==> config.mk <==
export PLATFORM = sky130hd
export DESIGN_NAME = clock_divider_bank
export DESIGN_NICKNAME = d
export VERILOG_FILES = /design/src/rtl/clock_divider_bank.sv
export SDC_FILE = /design/constraint.sdc
export NUM_CORES = 1
export LEC_CHECK = 0
export BUFFER_PORTS_ARGS = -buffer_cell sky130_fd_sc_hd__buf_2
export CAP_MARGIN = 20
export CORE_ASPECT_RATIO = 0.8
export CORE_MARGIN = 1.5
export CORE_UTILIZATION = 30
export DETAILED_ROUTE_END_ITERATION = 10
export PLACE_DENSITY = 0.54
export SETUP_SLACK_MARGIN = 0.05
export SLEW_MARGIN = 20
export SYNTH_ARGS = -nofsm -noshare
export SYNTH_HDL_FRONTEND = slang
export SYNTH_SLANG_ARGS = --single-unit
==> constraint.sdc <==
create_clock -name clock -period 4.3 [get_ports clock]
set_clock_uncertainty 0.1 [all_clocks]
set_input_delay 0.86 -clock clock [delete_from_list [all_inputs] [get_ports clock]]
set_output_delay 0.86 -clock clock [all_outputs]
set_load 0.01 [all_outputs]
==> src/rtl/clock_divider_bank.sv <==
// Bank of runtime-programmable clock-enable dividers: one-cycle tick and 50% square per channel.
// Outputs are registered one cycle after terminal count; writes are always accepted with no backpressure.
module clock_divider_bank #(
  parameter int          CHANNELS        = 4,
  parameter int          WIDTH           = 12,
  parameter int          CHANNEL_BITS    = 2,
  parameter int unsigned DEFAULT_DIVISOR = 3071
) (
  input  logic                    clock,
  input  logic                    reset_n,
  input  logic                    clock_valid,
  input  logic [CHANNELS-1:0]     channel_enable,
  input  logic                    sync_restart,
  input  logic                    write,
  input  logic [CHANNEL_BITS-1:0] write_channel,
  input  logic [WIDTH-1:0]        write_data,
  output logic [CHANNELS-1:0]     tick,
  output logic [CHANNELS-1:0]     square,
  output logic [CHANNELS-1:0]     pending
);

  localparam logic [WIDTH-1:0] RESET_DIVISOR = DEFAULT_DIVISOR[WIDTH-1:0];

  for (genvar i = 0; i < CHANNELS; i++) begin : g_channel
    logic [WIDTH-1:0] count;
    logic [WIDTH-1:0] active;
    logic [WIDTH-1:0] shadow;
    logic             pending_r;
    logic             tick_r;
    logic             square_r;
    logic             enabled;
    logic             advancing;
    logic             terminal;
    logic             write_hit;
    logic             defer_write;

    // Out-of-range channel numbers never match any generated index.
    assign write_hit   = write && (write_channel == CHANNEL_BITS'(i));
    assign enabled     = channel_enable[i];
    assign advancing   = clock_valid && enabled;
    assign terminal    = advancing && (count == active);
    // Mid-period writes to a running (or frozen) channel are queued so active never drops below count.
    assign defer_write = enabled && !terminal;

    always_ff @(posedge clock or negedge reset_n) begin
      if (!reset_n) begin
        count     <= '0;
        active    <= RESET_DIVISOR;
        shadow    <= RESET_DIVISOR;
        pending_r <= 1'b0;
        tick_r    <= 1'b0;
        square_r  <= 1'b0;
      end else if (sync_restart) begin
        count    <= '0;
        tick_r   <= 1'b0;
        square_r <= 1'b0;
        if (write_hit) begin
          active <= write_data;
          shadow <= write_data;
        end else if (pending_r) begin
          active <= shadow;
        end
        pending_r <= 1'b0;
      end else begin
        if (!enabled) begin
          count    <= '0;
          tick_r   <= 1'b0;
          square_r <= 1'b0;
        end else if (!clock_valid) begin
          tick_r <= 1'b0;
        end else if (terminal) begin
          count    <= '0;
          tick_r   <= 1'b1;
          square_r <= ~square_r;
          if (pending_r) begin
            active    <= shadow;
            pending_r <= 1'b0;
          end
        end else begin
          count  <= count + 1'b1;
          tick_r <= 1'b0;
        end

        // A write overrides the terminal-count swap above.
        if (write_hit) begin
          shadow <= write_data;
          if (defer_write) begin
            pending_r <= 1'b1;
          end else begin
            active    <= write_data;
            pending_r <= 1'b0;
          end
        end
      end
    end

    assign tick[i]    = tick_r;
    assign square[i]  = square_r;
    assign pending[i] = pending_r;
  end

endmodule

== Word-level counts from Yosys, hierarchy flattened ==
Index checks and enable logic that the tools add are counted.
Word-level totals
  bits in registers: 156
  latch bits: 0
  bits in writable memories: 0
  memory bits (read-only): 0
  memories kept: 0
Operators by class
  add/sub/neg operators: 4
  multiply operators: 0
  divide/modulo/power cells: 0
  magnitude comparators: 0
  equal/unequal tests: 15
  shift-type cells: 0
  mux-type cells: 104
  bitwise gates (word level): 4
  reductions and logical operators: 41
Operators with widths (number)
  12-bit two-way mux: 48
  1-bit two-way mux: 56
  12-bit by 1-bit adder with 12-bit output (second input constant): 4
  12-bit == test: 4
  3-bit nonzero test: 12
  1-bit logical AND: 16
  3-bit by 1-bit != test with 1-bit output (second input constant): 4
  3-bit by 2-bit != test with 1-bit output (second input constant): 4
  3-bit AND reduction: 4
  2-bit AND reduction: 4
  2-bit == test (second input constant): 2
  1-bit zero test: 4
  1-bit NOT: 4
  2-bit by 1-bit == test with 1-bit output (second input constant): 1
  2-bit zero test: 1

== Depth between registers and ports, before layout ==
  depth after elaboration: 8
  mapped depth: 8
  gate-level depth less buffers: 6

== Least setup slack after synthesis ==
OpenSTA, ideal clock, no wires.
  path kind: input port to flip-flop
  from: input clock_valid
  to: register g_channel[1].active[10]
  setup time: 141 ps
  arrival: 2272 ps
  required time: 4059 ps
  setup slack: 1787 ps
  cell stages on the path: 7
  buffers on the path: 3
  path through: clkbuf_1 -> nand3_1 -> or4_1 -> clkbuf_1 -> a21oi_1 -> clkbuf_1 -> a221oi_1
Between the ends
  word-level cells in the longest chain between the ends: 8
  elaborated cells on any way between the ends: 10
  classes of those cells: 6 x mux; 4 x reduce/logical
Ends and longest elaborated chain
  start: declaration: RTL line 11  | input logic clock_valid,
  1-bit logical AND: RTL line 40  | assign advancing = clock_valid && enabled;
  1-bit logical AND: RTL line 41  | assign terminal = advancing && (count == active);
  12-bit two-way mux: RTL line 71  | end else if (terminal) begin
  12-bit two-way mux: RTL line 69  | end else if (!clock_valid) begin
  12-bit two-way mux: RTL line 65  | if (!enabled) begin
  12-bit two-way mux: RTL line 87  | if (defer_write) begin
  12-bit two-way mux (*): RTL line 85  | if (write_hit) begin
  12-bit two-way mux (*): RTL line 53  | end else if (sync_restart) begin
  end signal: assignment: RTL line 58  | active <= write_data;
  end signal: assignment: RTL line 61  | active <= shadow;
  end signal: assignment: RTL line 90  | active <= write_data;
  end: declaration: RTL line 26  | logic [WIDTH-1:0] active;
Mark *: on every way between the ends. The rest lies on a longest branch, timed or not.
A chain may end at the register's enable or synchronous reset.

== Worst setup path in the final report ==
  from: input clock_valid
  to: register g_channel[3].active[10]
Between the ends
  word-level cells in the longest chain between the ends: 8
  elaborated cells on any way between the ends: 10
  classes of those cells: 6 x mux; 4 x reduce/logical
Ends and longest elaborated chain (RTL line)
  1-bit logical AND: 40
  1-bit logical AND: 41
  12-bit two-way mux: 71
  12-bit two-way mux: 69
  12-bit two-way mux: 65
  12-bit two-way mux: 87
  12-bit two-way mux (*): 85
  12-bit two-way mux (*): 53
  end signal: assignment: 58
  end signal: assignment: 61
  end signal: assignment: 90
  end: declaration: 26
Marked as above.

==> impl_metrics.tcl <==
set metrics [dict create \
    status "completed" \
    io_buffers 34 \
    drive_gt1_share_pct 20.00 \
    drv_cap 0 \
    power.switching_w 0.001091 \
    cp_top_family "compound AO/OA/AOI/OAI gates" \
    p_leak_nw 3.692 \
    crit_type "in -> reg" \
    hold_path.class "in -> async" \
    crit_chain "buf_2, nand3_1, or4_1, a21oi_1, a221oi_1" \
    gr-total-overflow 0 \
    cts_sinks 156 \
    ios 35 \
    synth_edf_count 0 \
    clk_pin_slew_worst_paths_ns 0.07 \
    fmax_mhz 327.2 \
    rows 53 \
    critPathArrivalTime_ns 3.22 \
    setup_viol 0 \
    slowest_delay_ns 0.79 \
    via_per_inst 5.053 \
    grt_max_degree 83 \
    dp.cells 1185 \
    synth_cell_types 54 \
    grt_antenna_before_repair 0 \
    syn_area_per_cell_um2 9.688 \
    ant_nets 0 \
    cts_buffers 17 \
    max_slew.worst_pin.slew_ns 0.9220 \
    gr-usage-all-layers_pct 16.00 \
    final_nets 874 \
    period_needed_ns 3.056 \
    post_cts_resized 0 \
    p_int_w 0.002825 \
    initial_utilization_pct 30.79 \
    final_hold_viol_count 0 \
    clkPwrFrac_pct 36.9 \
    finalSetupTns_ns 0 \
    via_count 6150 \
    rsz0062_at_grt "false" \
    crit_fanout 29 \
    swShare_pct 27.86 \
    start_kind "input pin" \
    clkLatencyLatePin_ns 0.43 \
    cts_tree "done" \
    ys_dominant_reg_cell "dfstp_2" \
    postRouteWirelength_um 21340 \
    grt_pass1_vias 5923 \
    power_frac_seq_pct 49.2 \
    die_area_um2 28230 \
    syn-num-nets 870 \
    ctsRootBufferMaster "clkbuf_16" \
    ys_seq_area_share_pct 49.15 \
    synthesis.area_um2 8167 \
    drt_first_pass_iters 8 \
    design.core.area_um2 26530 \
    detailed_place_hpwl_um 14800 \
    ys_ff_latch 156 \
    drc 0 \
    first_iter_violations 507 \
    slew_headroom_pct 38.31 \
    combPwrFrac_pct 14.0 \
    synthCells 843 \
    postLayoutCoreUtil_pct 34.53 \
    cts_max_level 4 \
    grt_pass1_wl_um 34870 \
    required_ns 4.46 \
    finalCritPeriodShare_pct 71.07 \
    fin_cells 1217 \
    die_w_um 187.5 \
    n_antenna_cell 0 \
    cts_hold_buf 0 \
    areaGrowthSynthToFinish_pct 12.16 \
    slowest_stage "a21oi_1" \
    critPathBufInv 1 \
    ys_async_sr_fraction_pct 100.0 \
    cts_setup_buffers 0 \
    end_kind "register" \
    routedWlPerCell_um 17.53 \
    yosys_warnings 0 \
    gp_congestion 0.7681 \
    vdd_drop_max_mv 0.2960 \
    powerDensity_nw_per_um2 427.6 \
    die_height_um 150.6 \
    slew_violations 0 \
    cts.path.max_buffers 2 \
]
-- layer usage --
metal	up-vias	part of all wire, %	wire, um	global-route usage, %
li1	2945	-	-	-
met1	3029	54	11520	24.91
met3	25	4.5	970	3.100
met4	0	1.1	238	4.240
met2	151	40	8603	22.12
met5	-	0	0	0
-- layout make-up --
type | instances | area (um2)
well taps | 357 | 446.7
inverters | 58 | 217.7
repair buffers | 45 | 271.5
multi-input cells | 569 | 3662
clock buffers | 22 | 454.2
clock inverters | 10 | 93.84
flip-flops and latches | 156 | 4014
fillers | 2767 | 17370
-- power by group through the flow --
stage	Combinational (W)	Sequential, W	Clock [W]
after floorplan	0.000409	0.00188	0
after global placement	0.000538	0.00195	0
after detailed placement	0.000550	0.00195	0
after CTS	0.000550	0.00193	0.00147
after global routing	0.000623	0.00195	0.00154
final	0.000547	0.00193	0.00144
-- layout by cell type, fill, tap and decap left out, types with 6 or more instances in the layout --
| cell | instances |
|---|---|
| nand3_1 | 22 |
| inv_1 | 58 |
| dfrtp_1 | 68 |
| nand4_1 | 17 |
| xor2_1 | 28 |
| buf_4 | 10 |
| o211ai_1 | 12 |
| nor3_1 | 12 |
| clkbuf_16 | 17 |
| o221ai_1 | 10 |
| and3_1 | 7 |
| buf_2 | 33 |
| nand2_1 | 110 |
| dfstp_2 | 88 |
| a21oi_1 | 14 |
| nor2_1 | 68 |
| a221o_1 | 20 |
| xnor2_1 | 64 |
| o2111ai_1 | 10 |
| a211oi_1 | 11 |
| a222oi_1 | 10 |
| nand2b_1 | 6 |
| mux2i_1 | 30 |
| o21ai_0 | 52 |
-- registers in the layout, indices dropped and copies added, names as in the netlist --
register and count:
g_channel.count 48, g_channel.tick_r 4, g_channel.active 48, g_channel.shadow 48, g_channel.pending_r 4, g_channel.square_r 4
-- metrics by stage --
stage / setup WS (ns) / hold WS [ns] / area (um2) / power (W)
floorplan: 1.787 / 0.3395 / 8167 / 0.002292
global placement: 0.9290 / 0.3482 / 8612 / 0.002486
detailed placement: 0.8305 / 0.3526 / 8612 / 0.002496
CTS: 1.286 / 0.2123 / 9160 / 0.003951
global route: 1.078 / 0.2264 / 9160 / 0.004116
finish: 1.244 / 0.2048 / 9160 / 0.003917
-- final timing paths --
path	end	slack, ns	cells past startpoint	from
min in group clock	g_channel[2].shadow[6]$_DFFE_PN1P_	0.36	2	g_channel[2].shadow[6]$_DFFE_PN1P_
hold / removal	g_channel[3].count[7]$_DFFE_PN0P_	0.20	1	reset_n
setup reg to reg	g_channel[3].active[10]$_DFF_PN0_	1.38	5	g_channel[3].active[1]$_DFF_PN1_
max in group asynchronous	g_channel[3].shadow[1]$_DFFE_PN1P_	3.03	2	reset_n
setup / recovery	g_channel[3].active[10]$_DFF_PN0_	1.24	5	clock_valid
hold reg to reg	g_channel[2].shadow[6]$_DFFE_PN1P_	0.36	2	g_channel[2].shadow[6]$_DFFE_PN1P_
-- worst reg2reg max path, cell delays in order, from the launching register on --
cell and delay [ns]:
dfstp_2 0.57, xnor2_1 0.15, nand4_1 0.18, or4_1 0.80, a21oi_1 0.79, a221oi_1 0.17
-- cell usage after synthesis (6+ instances only) --
cell type / instances / share of area [%]
a221o_1: 20 / 2.5
nor3_1: 12 / 0.74
nand3_1: 22 / 1.3
o221ai_1: 10 / 1.1
nor4_1: 6 / 0.46
and3_1: 7 / 0.54
buf_4: 12 / 1.1
clkbuf_1: 40 / 1.8
nand2b_1: 6 / 0.46
a21oi_1: 14 / 0.86
a222oi_1: 10 / 1.2
dfrtp_1: 68 / 21
a211oi_1: 11 / 1.0
xnor2_1: 64 / 6.9
xor2_1: 28 / 3.0
o2111ai_1: 10 / 1.1
o211ai_1: 12 / 1.1
inv_1: 58 / 2.7
dfstp_2: 88 / 28
mux2i_1: 30 / 3.7
buf_1: 6 / 0.28
nand2_1: 110 / 5.1
nand4_1: 17 / 1.3
nor2_1: 68 / 3.1
o21ai_0: 52 / 3.2
-- logic make-up after synthesis --
group | synth area share, %
compound gates | 14.17
xor+xnor | 9.867
fa+ha+maj | 0.6129
buf+inv | 6.082
flops | 49.15
mux | 3.677
simple gates | 16.44
Power figures use the tool's default switching activity.
